$ cat src/rtl/lab_hold_scheduler.sv
// Queues LAB hold buffers in HOLD-edge order and sequences digitize/ready/release.
// Optional digitize timeout: define LAB_DIGITIZE_TIMEOUT_EN.
module lab_hold_scheduler #(
  parameter logic [15:0] TIMEOUT_CYCLES = 16'd33000
) (
  input  logic       clk_i,
  input  logic       rst_n_i,
  input  logic [3:0] hold_i,
  input  logic       done_i,
  input  logic [3:0] release_i,
  input  logic       clr_flags_i,
  output logic [3:0] digitize_o,
  output logic       ready_o,
  output logic [1:0] ready_buf_o,
  output logic [3:0] held_o,
  output logic       busy_o,
  output logic       overrun_o,
  output logic       timeout_o
);

  typedef enum logic [1:0] {IDLE, WAIT_DONE, READY} state_t;

  state_t     state_q, state_d;
  logic [3:0] hold_q, pending_q, rise;
  logic [3:0] push_oh, free_mask;
  logic [1:0] fifo_q [4];
  logic [1:0] wr_q, rd_q, cur_q, push_idx;
  logic [2:0] cnt_q;
  logic       push, pop, fin_done, fin_rel, fin_tmo, tmo_hit;

  assign rise = hold_i & ~hold_q;

  always_comb begin
    push     = |pending_q;
    push_idx = 2'd0;
    priority case (1'b1)
      pending_q[0]: push_idx = 2'd0;
      pending_q[1]: push_idx = 2'd1;
      pending_q[2]: push_idx = 2'd2;
      pending_q[3]: push_idx = 2'd3;
      default:      push_idx = 2'd0;
    endcase
    push_oh = push ? (4'b0001 << push_idx) : 4'b0000;
  end

  always_comb begin
    state_d  = state_q;
    pop      = 1'b0;
    fin_done = 1'b0;
    fin_rel  = 1'b0;
    fin_tmo  = 1'b0;
    unique case (state_q)
      IDLE: begin
        if (cnt_q != 3'd0) begin
          pop     = 1'b1;
          state_d = WAIT_DONE;
        end
      end
      WAIT_DONE: begin
        // done on the expiry cycle still takes the normal path
        if (done_i) begin
          fin_done = 1'b1;
          state_d  = READY;
        end else if (tmo_hit) begin
          fin_tmo = 1'b1;
          state_d = IDLE;
        end
      end
      READY: begin
        if (release_i[cur_q]) begin
          fin_rel = 1'b1;
          state_d = IDLE;
        end
      end
      default: state_d = IDLE;
    endcase
    free_mask = (fin_rel | fin_tmo) ? (4'b0001 << cur_q) : 4'b0000;
  end

  always_ff @(posedge clk_i) begin
    if (!rst_n_i) state_q <= IDLE;
    else          state_q <= state_d;
  end

  always_ff @(posedge clk_i) begin
    if (!rst_n_i) begin
      hold_q      <= '0;
      pending_q   <= '0;
      held_o      <= '0;
      wr_q        <= '0;
      rd_q        <= '0;
      cnt_q       <= '0;
      cur_q       <= '0;
      digitize_o  <= '0;
      ready_o     <= 1'b0;
      ready_buf_o <= '0;
      busy_o      <= 1'b0;
      overrun_o   <= 1'b0;
      for (int i = 0; i < 4; i++) fifo_q[i] <= '0;
    end else begin
      hold_q    <= hold_i;
      // a rise on a buffer being released this cycle is an overrun
      held_o    <= (held_o | rise) & ~free_mask;
      pending_q <= (pending_q & ~push_oh) | (rise & ~held_o);
      if (push) begin
        fifo_q[wr_q] <= push_idx;
        wr_q         <= wr_q + 2'd1;
      end
      if (pop) begin
        cur_q      <= fifo_q[rd_q];
        rd_q       <= rd_q + 2'd1;
        digitize_o <= 4'b0001 << fifo_q[rd_q];
      end
      cnt_q <= cnt_q + {2'b00, push} - {2'b00, pop};
      if (fin_done) begin
        digitize_o  <= '0;
        ready_o     <= 1'b1;
        ready_buf_o <= cur_q;
      end
      if (fin_tmo) digitize_o <= '0;
      if (fin_rel) ready_o <= 1'b0;
      busy_o    <= &held_o;
      overrun_o <= (overrun_o & ~clr_flags_i) | (|(rise & held_o));
    end
  end

`ifdef LAB_DIGITIZE_TIMEOUT_EN
  logic [15:0] tcnt_q;

  assign tmo_hit = (tcnt_q == TIMEOUT_CYCLES - 16'd1);

  always_ff @(posedge clk_i) begin
    if (!rst_n_i) begin
      tcnt_q    <= '0;
      timeout_o <= 1'b0;
    end else begin
      if (pop)                        tcnt_q <= '0;
      else if (state_q == WAIT_DONE)  tcnt_q <= tcnt_q + 16'd1;
      timeout_o <= (timeout_o & ~clr_flags_i) | fin_tmo;
    end
  end
`else
  logic unused_tmo;

  assign tmo_hit    = 1'b0;
  assign timeout_o  = 1'b0;
  assign unused_tmo = ^TIMEOUT_CYCLES;
`endif

endmodule
$ cat config.mk
export PLATFORM = sky130hd
export DESIGN_NAME = lab_hold_scheduler
export DESIGN_NICKNAME = d
export VERILOG_FILES = /design/src/rtl/lab_hold_scheduler.sv
export SDC_FILE = /design/constraint.sdc
export NUM_CORES = 1
export LEC_CHECK = 0
export CAP_MARGIN = 20
export CORE_ASPECT_RATIO = 1.1
export CORE_MARGIN = 3
export CORE_UTILIZATION = 45
export DETAILED_ROUTE_END_ITERATION = 10
export GPL_TIMING_DRIVEN = 0
export PLACE_DENSITY = 0.66
export RECOVER_POWER = 100
export SYNTH_ARGS = -nofsm -noshare
export SYNTH_HDL_FRONTEND = slang
export SYNTH_SLANG_ARGS = --single-unit
$ cat constraint.sdc
create_clock -name clk_i -period 3.77 [get_ports clk_i]
set_input_delay 0.377 -clock clk_i [delete_from_list [all_inputs] [get_ports clk_i]]
set_output_delay 0.377 -clock clk_i [all_outputs]
set_load 0.005 [all_outputs]
==> reports/results.ini, run 1 <==
[outcome]
status=finished, final reports clean

[timing]
relSlewSlack=0.629
finalCritPeriodShare=0.607
drv_slew=0
tightest_slew_ns=0.557
skew_ns=0.00917
fin_crit_ns=2.29
setup_viol=0
hold_violations=0
rsz0062_at_grt=no
fmaxAchievable_mhz=437
setup_tns_ns=0

[synthesis]
synth_cells=173
ys_warn_count=0
synth.avg_cell_area_um2=10.1
synth_top_area_cell=dfxtp_1
synthFlopType=dfxtp_1
synthArstFlopShare=0
synth_edf_count=8
syn-cell-area_mm2=0.00174
ys_types=41
synth_area_leaders=dfxtp_1 39%, edfxtp_1 14%, o21ai_0 4.0%
synth_seq_cells=42
seq_area_frac_synth=0.528
synth_top_area_frac=0.390
synth_nets=187

[layout]
final_util=0.579
drive_above_1_share=0.0683
fin_nets=218
final_area_mm2=0.00213
num_antenna_cells=0
synthToLayoutAreaGrowth_pct=22.4

[cts]
postCtsResizedCells=0
clk_latency_ns=0.29
tritoncts=built
numClockSinks=42
cts_buffer_depth=2
cts_root_buf=clkbuf_8
hold_buffers=0
cts_setup_buffers=0
cts_made_buffers=5
clk_pin_slew_ns=0.08
htreeDepth=2

[placement]
hpwl_mm=2.62
dpl_cell_area_mm2=0.00205
portBuffers=24
place_congestion=0.807

[route]
highest_layer=met4
wl_met3_um=97
first_iter_violations=86
dr.pass1.iters=4
drt-total-wl_mm=3.55
wl_per_cell_um=13.9
dr_wl_met2_mm=1.83
vias=1348
vias_per_cell=5.29
drc=0
drtAntennaViolNets=0
met1_length_mm=1.57

[worst_setup_path]
worstPathArrival_ns=2.50
slowest_stage=fa_1
critPathMaxFanout=10
worstReg2RegStart=state_q[1]
critPathMaxStageDelay_ns=0.37
crit_path_frequent_cell=xor2_1
cp_cell_sequence=or2_1 -> clkbuf_1 -> nor2_1 -> xor2_1 -> ha_1 -> inv_1 -> fa_1 -> xor2_1 -> and2_0 -> nor3_1
ff2ff_path_depth=10
endpoint_kind=flop
required_ns=3.98
path_delay_family=simple AND/OR/NAND/NOR gates
critical_path_class=flop to flop
cp-start-kind=flop
critPathBufInv=2
reg2reg_slack_ns=1.48
reg2reg_to=cnt_q[2]

[die]
die_w_um=65.4
rows=23
design.core.area_mm2=0.00368
dieHeight_um=71.3
fp.dieArea_mm2=0.00466
pin_count=26
start_util=0.474

[global_routing]
grt_pass1_vias=1308
grt_antenna_before_repair=0
track_usage=0.169
grt_max_degree=13
overflow=0
grt_pass1_wl_mm=6.02

[worst_hold_path]
min_path_type=flop to flop
min_path_cells=2
holdCritStartpoint=ready_o
hold-path-endpoint=ready_o

[power_and_ir_drop]
p_leak_nw=0.837
p_per_area_mw_per_mm2=596
irDropWorstVdd_mv=0.288

[job]
maxCapViolations=0

==> synth_stat cells, types with 2 or more instances <==
cell type / count
dfxtp_1: 34
nor2_1: 17
o21ai_0: 14
a21oi_1: 9
edfxtp_1: 8
inv_1: 8
nor2b_1: 8
and2_1: 6
nand2_1: 6
nor3_1: 6
clkbuf_1: 5
nand2b_1: 5
nand3_1: 4
o2111ai_1: 4
mux4_2: 3
nor3b_1: 3
a31oi_1: 2
a41oi_1: 2
mux2i_1: 2
nand3b_1: 2
o21a_1: 2
o31ai_1: 2
or4_1: 2
xor2_1: 2
==> layout by cell type (no fill, tap or decap), drive strengths merged, types with 3 or more instances in the layout <==
cell type and n:
inv 9, clkbuf 13, clkdlybuf4s50 8, or4 3, a21oi 9, o2111ai 4, nand3 4, dfxtp 34
dlygate4sd3 16, nor3 6, o21ai 14, nor2b 8, nand2 6, edfxtp 8, and2 6, nor3b 3
mux4 3, nand2b 5, o31ai 3, nor2 17
==> power by group <==
group | switching, mW | internal, mW
sequential | 0.0658 | 0.539
combinational | 0.197 | 0.174
clock | 0.149 | 0.148
total | 0.412 | 0.860
==> flip-flops by register name (all words and copies together), names as in the netlist, 3 cells and up, named ones only <==
| signal | cells |
|---|---|
| cnt_q | 3 |
| digitize_o | 4 |
| fifo_q | 8 |
| held_o | 4 |
| hold_q | 4 |
| pending_q | 4 |
==> routing by layer <==
layer	track usage	vias to the layer above
li1	-	681
met2	0.278	18
met3	0.0564	4
met4	0.0484	0
met5	0	-
met1	0.212	645
==> logic make-up after synthesis <==
logic type               after synthesis  share of synthesized area
AO/OA/AOI/OAI                         41                      0.156
XOR/XNOR                               3                     0.0151
adder cells (fa/ha/maj)                2                     0.0187
buffers and inverters                 17                     0.0395
flip-flops                            42                      0.528
multiplexers                           5                     0.0502
other                                  1                    0.00215
AND/OR/NAND/NOR                       62                      0.190
==> how the worst max path moves through the flow <==
stage	depth (start not counted)	slack, ns	endpoint	startpoint
final	10	1.48	cnt_q[2]	state_q[1]
after detailed placement	10	1.47	cnt_q[2]	state_q[1]
after CTS	10	1.44	cnt_q[2]	state_q[1]
after global placement	10	1.53	cnt_q[2]	state_q[1]
after floorplan	9	1.64	cnt_q[2]	pending_q[3]
after global routing	10	1.27	cnt_q[2]	state_q[0]
==> layout make-up <==
type / count / area, µm²
Clock buffer: 7 / 86.3
Sequential cell: 42 / 921
Fill cell: 347 / 1550
Buffer: 8 / 35.0
Timing Repair Buffer: 24 / 240
Inverter: 9 / 33.8
Multi-Input combinational cell: 114 / 751
Clock inverter: 1 / 5.00
Tap cell: 50 / 62.6
==> metrics by stage <==
stage	setup slack [ns]	instances	power, mW	hold slack (ns)
floorplan	1.64	173	0.870	0.455
global placement	1.53	247	0.985	0.464
detailed placement	1.47	247	1.00	0.476
CTS	1.44	255	1.30	0.488
global route	1.27	255	1.36	0.513
finish	1.48	255	1.27	0.477
==> worst reg2reg max path, cell delays in order (launching register included) <==
cell,delay [ns]
dfxtp_1,0.36
or2_1,0.25
clkbuf_1,0.21
nor2_1,0.24
xor2_1,0.16
ha_1,0.15
inv_1,0.05
fa_1,0.37
xor2_1,0.16
and2_0,0.15
nor3_1,0.11
Note: power is estimated with default switching activity, not from simulation.
==> run 2: changes to the inputs <==
PLACE_DENSITY = 0.69   (was 0.66)
clock period = 1.9 ns   (was 3.77 ns; I/O delays follow)
==> run 2 against run 1 <==
  * The flow now finishes with violations (setup timing)
  * Clock skew increased by 0.0014 ns
  * Register-to-register slack got worse by 1.7 ns
  * Global-route usage increased by 2.1 points
  * Final cell count increased by 0.39%
  * Via count increased by 1.9%
  * Combinational power increased by 130%
  * First-iteration DRC count increased by 19%
  * Wire length increased by 11%
  * Largest cell class unchanged
==> reports/results.ini, run 2 (same netlist as run 1, synthesis figures left out) <==
[cts]
clk_pin_slew_ns=0.09  ; about the same
cts_buffer_depth=2  ; unchanged
hold_buffers=0  ; unchanged
tritoncts=built
clk_latency_ns=0.30  ; about the same
numClockSinks=42  ; unchanged
cts_made_buffers=5  ; unchanged
cts_root_buf=clkbuf_8
htreeDepth=2  ; unchanged

[worst_setup_path]
cp-start-kind=flop
reg2reg_slack_ns=-0.20  ; -1.68 ns
critical_path_class=flop to flop
reg2reg_to=cnt_q[2]
critPathMaxFanout=2  ; -8
worstReg2RegStart=pending_q[3]
ff2ff_path_depth=8  ; -2
worstPathArrival_ns=2.32  ; -0.18 ns
required_ns=2.12  ; -1.86 ns
endpoint_kind=flop

[timing]
finalWorstSetupSlack_ns=-0.198  ; -1.68 ns
hold_violations=0  ; unchanged
skew_ns=0.0106  ; +0.00141 ns
finalCritPeriodShare=1.10  ; +0.497
tightest_slew_ns=0.707  ; +0.150 ns
fin_crit_ns=2.10  ; -0.192 ns
rsz0062_at_grt=yes
relSlewSlack=0.523  ; -0.106
drv_slew=0  ; unchanged
fmaxAchievable_mhz=477  ; +9.1%
setup_viol=2  ; +2

[layout]
drive_above_1_share=0.141  ; +0.0725
synthToLayoutAreaGrowth_pct=25.7
final_cell_mix=32 x dfxtp_1, 16 x dlygate4sd3_1, 15 x nor2_1, 14 x o21ai_0, 9 x a21oi_1
layout_commonest_cell=dfxtp_1
nFillCells=341  ; -1.7%
fin_nets=219  ; +0.46%
regMostFlops=fifo_q
num_antenna_cells=0  ; unchanged
largest_register_ffs=8  ; unchanged
final_cells=256  ; +0.39%

[placement]
portBuffers=24  ; unchanged
hpwl_mm=2.74  ; +4.5%
place_ws_ns=-0.413  ; -1.88 ns
place_congestion=0.790  ; -2.0%
numPlacedInstances=247  ; unchanged

[route]
wl_per_cell_um=15.4  ; +11%
dr.pass1.iters=4  ; unchanged
drtAntennaViolNets=0  ; unchanged
vias_per_cell=5.36  ; +1.5%
first_iter_violations=102  ; +19%
drt-total-wl_mm=3.95  ; +11%
vias=1373  ; +1.9%
drc=0  ; unchanged

[power_and_ir_drop]
total_power_mw=2.66  ; +110%
p_per_area_mw_per_mm2=1220  ; +100%
irDropWorstVdd_mv=0.558  ; +94%
p_leak_nw=0.845  ; +0.90%

[die]
die_w_um=65.4  ; unchanged
design.core.area_mm2=0.00368  ; unchanged
pin_count=26  ; unchanged
dieHeight_um=71.3  ; unchanged
rows=23  ; unchanged
fp.dieArea_mm2=0.00466  ; unchanged
start_util=0.474  ; unchanged

[worst_hold_path]
holdCritStartpoint=ready_o
min_path_type=flop to flop
min_path_cells=2  ; unchanged
hold-path-endpoint=ready_o

[outcome]
status=finished with violations
violations=setup timing

[global_routing]
grt_antenna_before_repair=0  ; unchanged
overflow=0  ; unchanged
grt_pass1_wl_mm=6.64  ; +10%
grt_max_degree=16  ; +3
grt_pass1_vias=1394  ; +6.6%
track_usage=0.190  ; +0.0208

[job]
maxCapViolations=0  ; unchanged

run 2: metrics by stage:
stage               utilization  hold slack, ns  setup TNS, ns  instance area [µm²]
detailed placement        0.558           0.463         -0.684                 2050
global route              0.595           0.483         -0.384                 2190
floorplan                     -           0.298         -0.277                 1750
CTS                       0.597           0.474         -0.488                 2200
finish                    0.595           0.469         -0.260                 2190
global placement          0.558           0.461         -0.583                 2050
run 2: worst max-delay path, stage by stage, from the launching register on:
cell     delay [ns]
dfxtp_2        0.33
or4_4          0.56
xor2_2         0.15
ha_2           0.19
inv_2          0.04
fa_2           0.32
xor2_1         0.15
and2_1         0.16
nor3_1         0.11
run 2: final cells by class:
type | count | area [µm²] | area share
timing repair buffer | 27 | 259 | 0.118
inverter | 9 | 33.8 | 0.0154
clock inverter | 3 | 22.5 | 0.0103
sequential | 42 | 923 | 0.421
clock buffer | 5 | 68.8 | 0.0314
buffer | 6 | 33.8 | 0.0154
tap | 50 | 62.6 | 0.0285
multi-input combinational | 114 | 788 | 0.360
run 2: power breakdown:
part | internal, mW | switching [mW] | leakage, nW | total, mW
Combinational | 0.412 | 0.443 | 0.435 | 0.856
Sequential | 1.07 | 0.146 | 0.365 | 1.22
Clock | 0.264 | 0.330 | 0.0451 | 0.593
Total | 1.75 | 0.919 | 0.845 | 2.66
run 2: what timing repair did:
action / 4_1_cts / 5_1_grt
gates resized for setup: 10 / 8
hold endpoints to repair: 0 / 0
buffers inserted: 3 / 0
endpoints found under the setup margin: 2 / 2
pin swaps: 3 / 2
run 2: metal layers:
layer / track usage / up-vias / part of all wire
li1: - / 680 / -
met1: 0.223 / 645 / 0.40
met2: 0.326 / 39 / 0.53
met3: 0.0564 / 9 / 0.049
met4: 0.0691 / 0 / 0.019
met5: 0 / - / 0
run 2: worst max-delay path by stage:
stage,to,from,slack (ns)
global placement,cnt_q[2],state_q[1],-0.35
CTS,cnt_q[2],pending_q[2],-0.31
global route,cnt_q[2],pending_q[3],-0.26
floorplan,cnt_q[2],pending_q[3],-0.20
detailed placement,cnt_q[2],state_q[1],-0.41
finish,cnt_q[2],pending_q[3],-0.20
==> run 3: changes to the inputs <==
PLACE_DENSITY = 0.71   (was 0.69)
==> run 3 against run 2 <==
  * The run still ends with setup timing left
  * Die area did not move
  * Global-route usage shrank 0.59 points
  * Setup slack better by 0.0010 ns
  * Design area rose by 1.7%
  * Combinational power is 3.4% higher
  * Final cell count did not move
  * Flip-flop and latch count stayed put
  * First-iteration DRC count down 22%
  * Sequential power about the same
  * Clock skew up 0.0032 ns
  * Register-to-register slack about the same
  * Maximum frequency about the same
  * Largest cell class unchanged
==> reports/results.ini, run 3 (same netlist as run 1, synthesis figures left out) <==
[worst_hold_path]
min_path_cells=2  ; unchanged
hold-path-endpoint=ready_o
min_path_type=flop to flop
holdCritStartpoint=ready_o

[cts]
tritoncts=built
cts_buffer_depth=2  ; unchanged
hold_buffers=0  ; unchanged
htreeDepth=2  ; unchanged
clk_pin_slew_ns=0.09  ; about the same
clk_latency_ns=0.30  ; about the same
cts_root_buf=clkbuf_8
numClockSinks=42  ; unchanged
cts_made_buffers=5  ; unchanged

[die]
rows=23  ; unchanged
start_util=0.474  ; unchanged
dieHeight_um=71.3  ; unchanged
fp.dieArea_mm2=0.00466  ; unchanged
design.core.area_mm2=0.00368  ; unchanged
pin_count=26  ; unchanged
die_w_um=65.4  ; unchanged

[worst_setup_path]
critPathMaxFanout=2  ; unchanged
required_ns=2.12  ; about the same
reg2reg_to=cnt_q[2]
critical_path_class=flop to flop
startpoint=pending_q[2]
endpoint_kind=flop
ff2ff_path_depth=8  ; unchanged
cp-start-kind=flop
reg2reg_slack_ns=-0.20  ; about the same
worstPathArrival_ns=2.32  ; about the same
worstReg2RegStart=pending_q[2]

[timing]
skew_ns=0.0137  ; +0.00316 ns
fmaxAchievable_mhz=477  ; about the same
rsz0062_at_grt=yes
setup_viol=2  ; unchanged
hold_violations=0  ; unchanged
fin_crit_ns=2.10  ; -0.00101 ns
finalWorstSetupSlack_ns=-0.197  ; +0.00101 ns
drv_slew=0  ; unchanged
finalCritPeriodShare=1.10  ; about the same
tightest_slew_ns=0.570  ; -0.136 ns
setup_tns_ns=-0.254  ; +0.00589 ns
relSlewSlack=0.620  ; +0.0970

[route]
wl_per_cell_um=15.0  ; -2.8%
vias=1369  ; -0.29%
drtAntennaViolNets=0  ; unchanged
drt-total-wl_mm=3.84  ; -2.8%
first_iter_violations=80  ; -22%
vias_per_cell=5.35  ; -0.29%
dr.pass1.iters=4  ; unchanged
drc=0  ; unchanged

[power_and_ir_drop]
p_seq_frac=0.440  ; -0.016
internal_power_mw=1.85  ; +5.7%
switching_share=0.330  ; -0.0146
clock_power_share=0.239  ; +0.016
total_power_mw=2.76  ; +3.4%
irDropWorstVdd_mv=0.473  ; -15%
p_per_area_mw_per_mm2=1240  ; +1.7%
pwr-share-comb=0.321  ; about the same
switchingPower_mw=0.910  ; -0.95%
p_leak_nw=0.832  ; -1.5%

[outcome]
violations=setup timing
status=finished with violations

[layout]
layout_commonest_cell=dfxtp_1
final_cells=256  ; unchanged
synthToLayoutAreaGrowth_pct=27.8
num_antenna_cells=0  ; unchanged
largest_register_ffs=8  ; unchanged
nFillCells=348  ; +2.1%
final_cell_mix=31 x dfxtp_1, 22 x clkdlybuf4s50_1, 16 x nor2_1, 14 x o21ai_0, 9 x a21oi_1
drive_above_1_share=0.160  ; +0.0194
fin_nets=219  ; unchanged
final_util=0.605  ; +0.0102
regMostFlops=fifo_q

[global_routing]
overflow=0  ; unchanged
grt_pass1_wl_mm=6.53  ; -1.8%
grt_antenna_before_repair=0  ; unchanged
grt_pass1_vias=1406  ; +0.86%
grt_max_degree=15  ; -1
track_usage=0.184  ; -0.00587

[placement]
portBuffers=24  ; unchanged
place_congestion=0.827  ; +4.6%
numPlacedInstances=247  ; unchanged
hpwl_mm=2.72  ; -0.73%
place_ws_ns=-0.415  ; -0.00186 ns

[job]
maxCapViolations=0  ; unchanged

==> run 3: power groups by stage <==
stage	clock, mW	combinational (mW)	sequential, mW
final	0.658	0.885	1.21
after global routing	0.714	0.985	1.24
after CTS	0.675	0.843	1.20
after detailed placement	0	0.773	1.22
after global placement	0	0.745	1.21
after floorplan	0	0.540	1.19
==> run 3: repair_timing <==
| action | 4_1_cts | 5_1_grt |
|---|---|---|
| pin swaps | 1 | 1 |
| endpoints found under the setup margin | 2 | 2 |
| resized for setup | 13 | 4 |
| setup buffers | 3 | 0 |
==> run 3: worst max-delay path by stage <==
stage / to / slack, ns / depth (start not counted)
6_report: cnt_q[2] / -0.20 / 8
3_3_place_gp: cnt_q[2] / -0.35 / 10
3_5_place_dp: cnt_q[2] / -0.42 / 10
2_1_floorplan: cnt_q[2] / -0.20 / 9
4_1_cts: cnt_q[2] / -0.29 / 9
5_1_grt: cnt_q[2] / -0.31 / 10
==> run 3: metrics by stage <==
stage,hold WS [ns],area [µm²]
2_1_floorplan,0.298,1750
4_1_cts,0.472,2220
6_report,0.473,2230
3_5_place_dp,0.463,2050
3_3_place_gp,0.461,2050
5_1_grt,0.487,2230
==> run 3: cell type report <==
type / instances / area, µm² / share of cell area
Clock inverter: 2 / 13.8 / 0.00617
Buffer: 6 / 33.8 / 0.0152
Tap cell: 50 / 62.6 / 0.0281
Timing Repair Buffer: 27 / 263 / 0.118
Inverter: 9 / 33.8 / 0.0152
Multi-Input combinational cell: 114 / 802 / 0.360
Clock buffer: 6 / 93.8 / 0.0421
Sequential cell: 42 / 927 / 0.416
==> run 3: critical path: stages, from the launching register on <==
cell and delay, ns:
dfxtp_4 0.35, or4_4 0.54, xor2_2 0.17, ha_2 0.19
inv_2 0.04, fa_2 0.33, xor2_1 0.15, and2_1 0.17
nor3_2 0.10
==> run 3: layer usage <==
metal	vias to the layer above	track usage	part of all wire
met3	6	0.0486	0.038
li1	676	-	-
met2	32	0.308	0.51
met4	0	0.0691	0.017
met5	-	0	0
met1	655	0.226	0.43
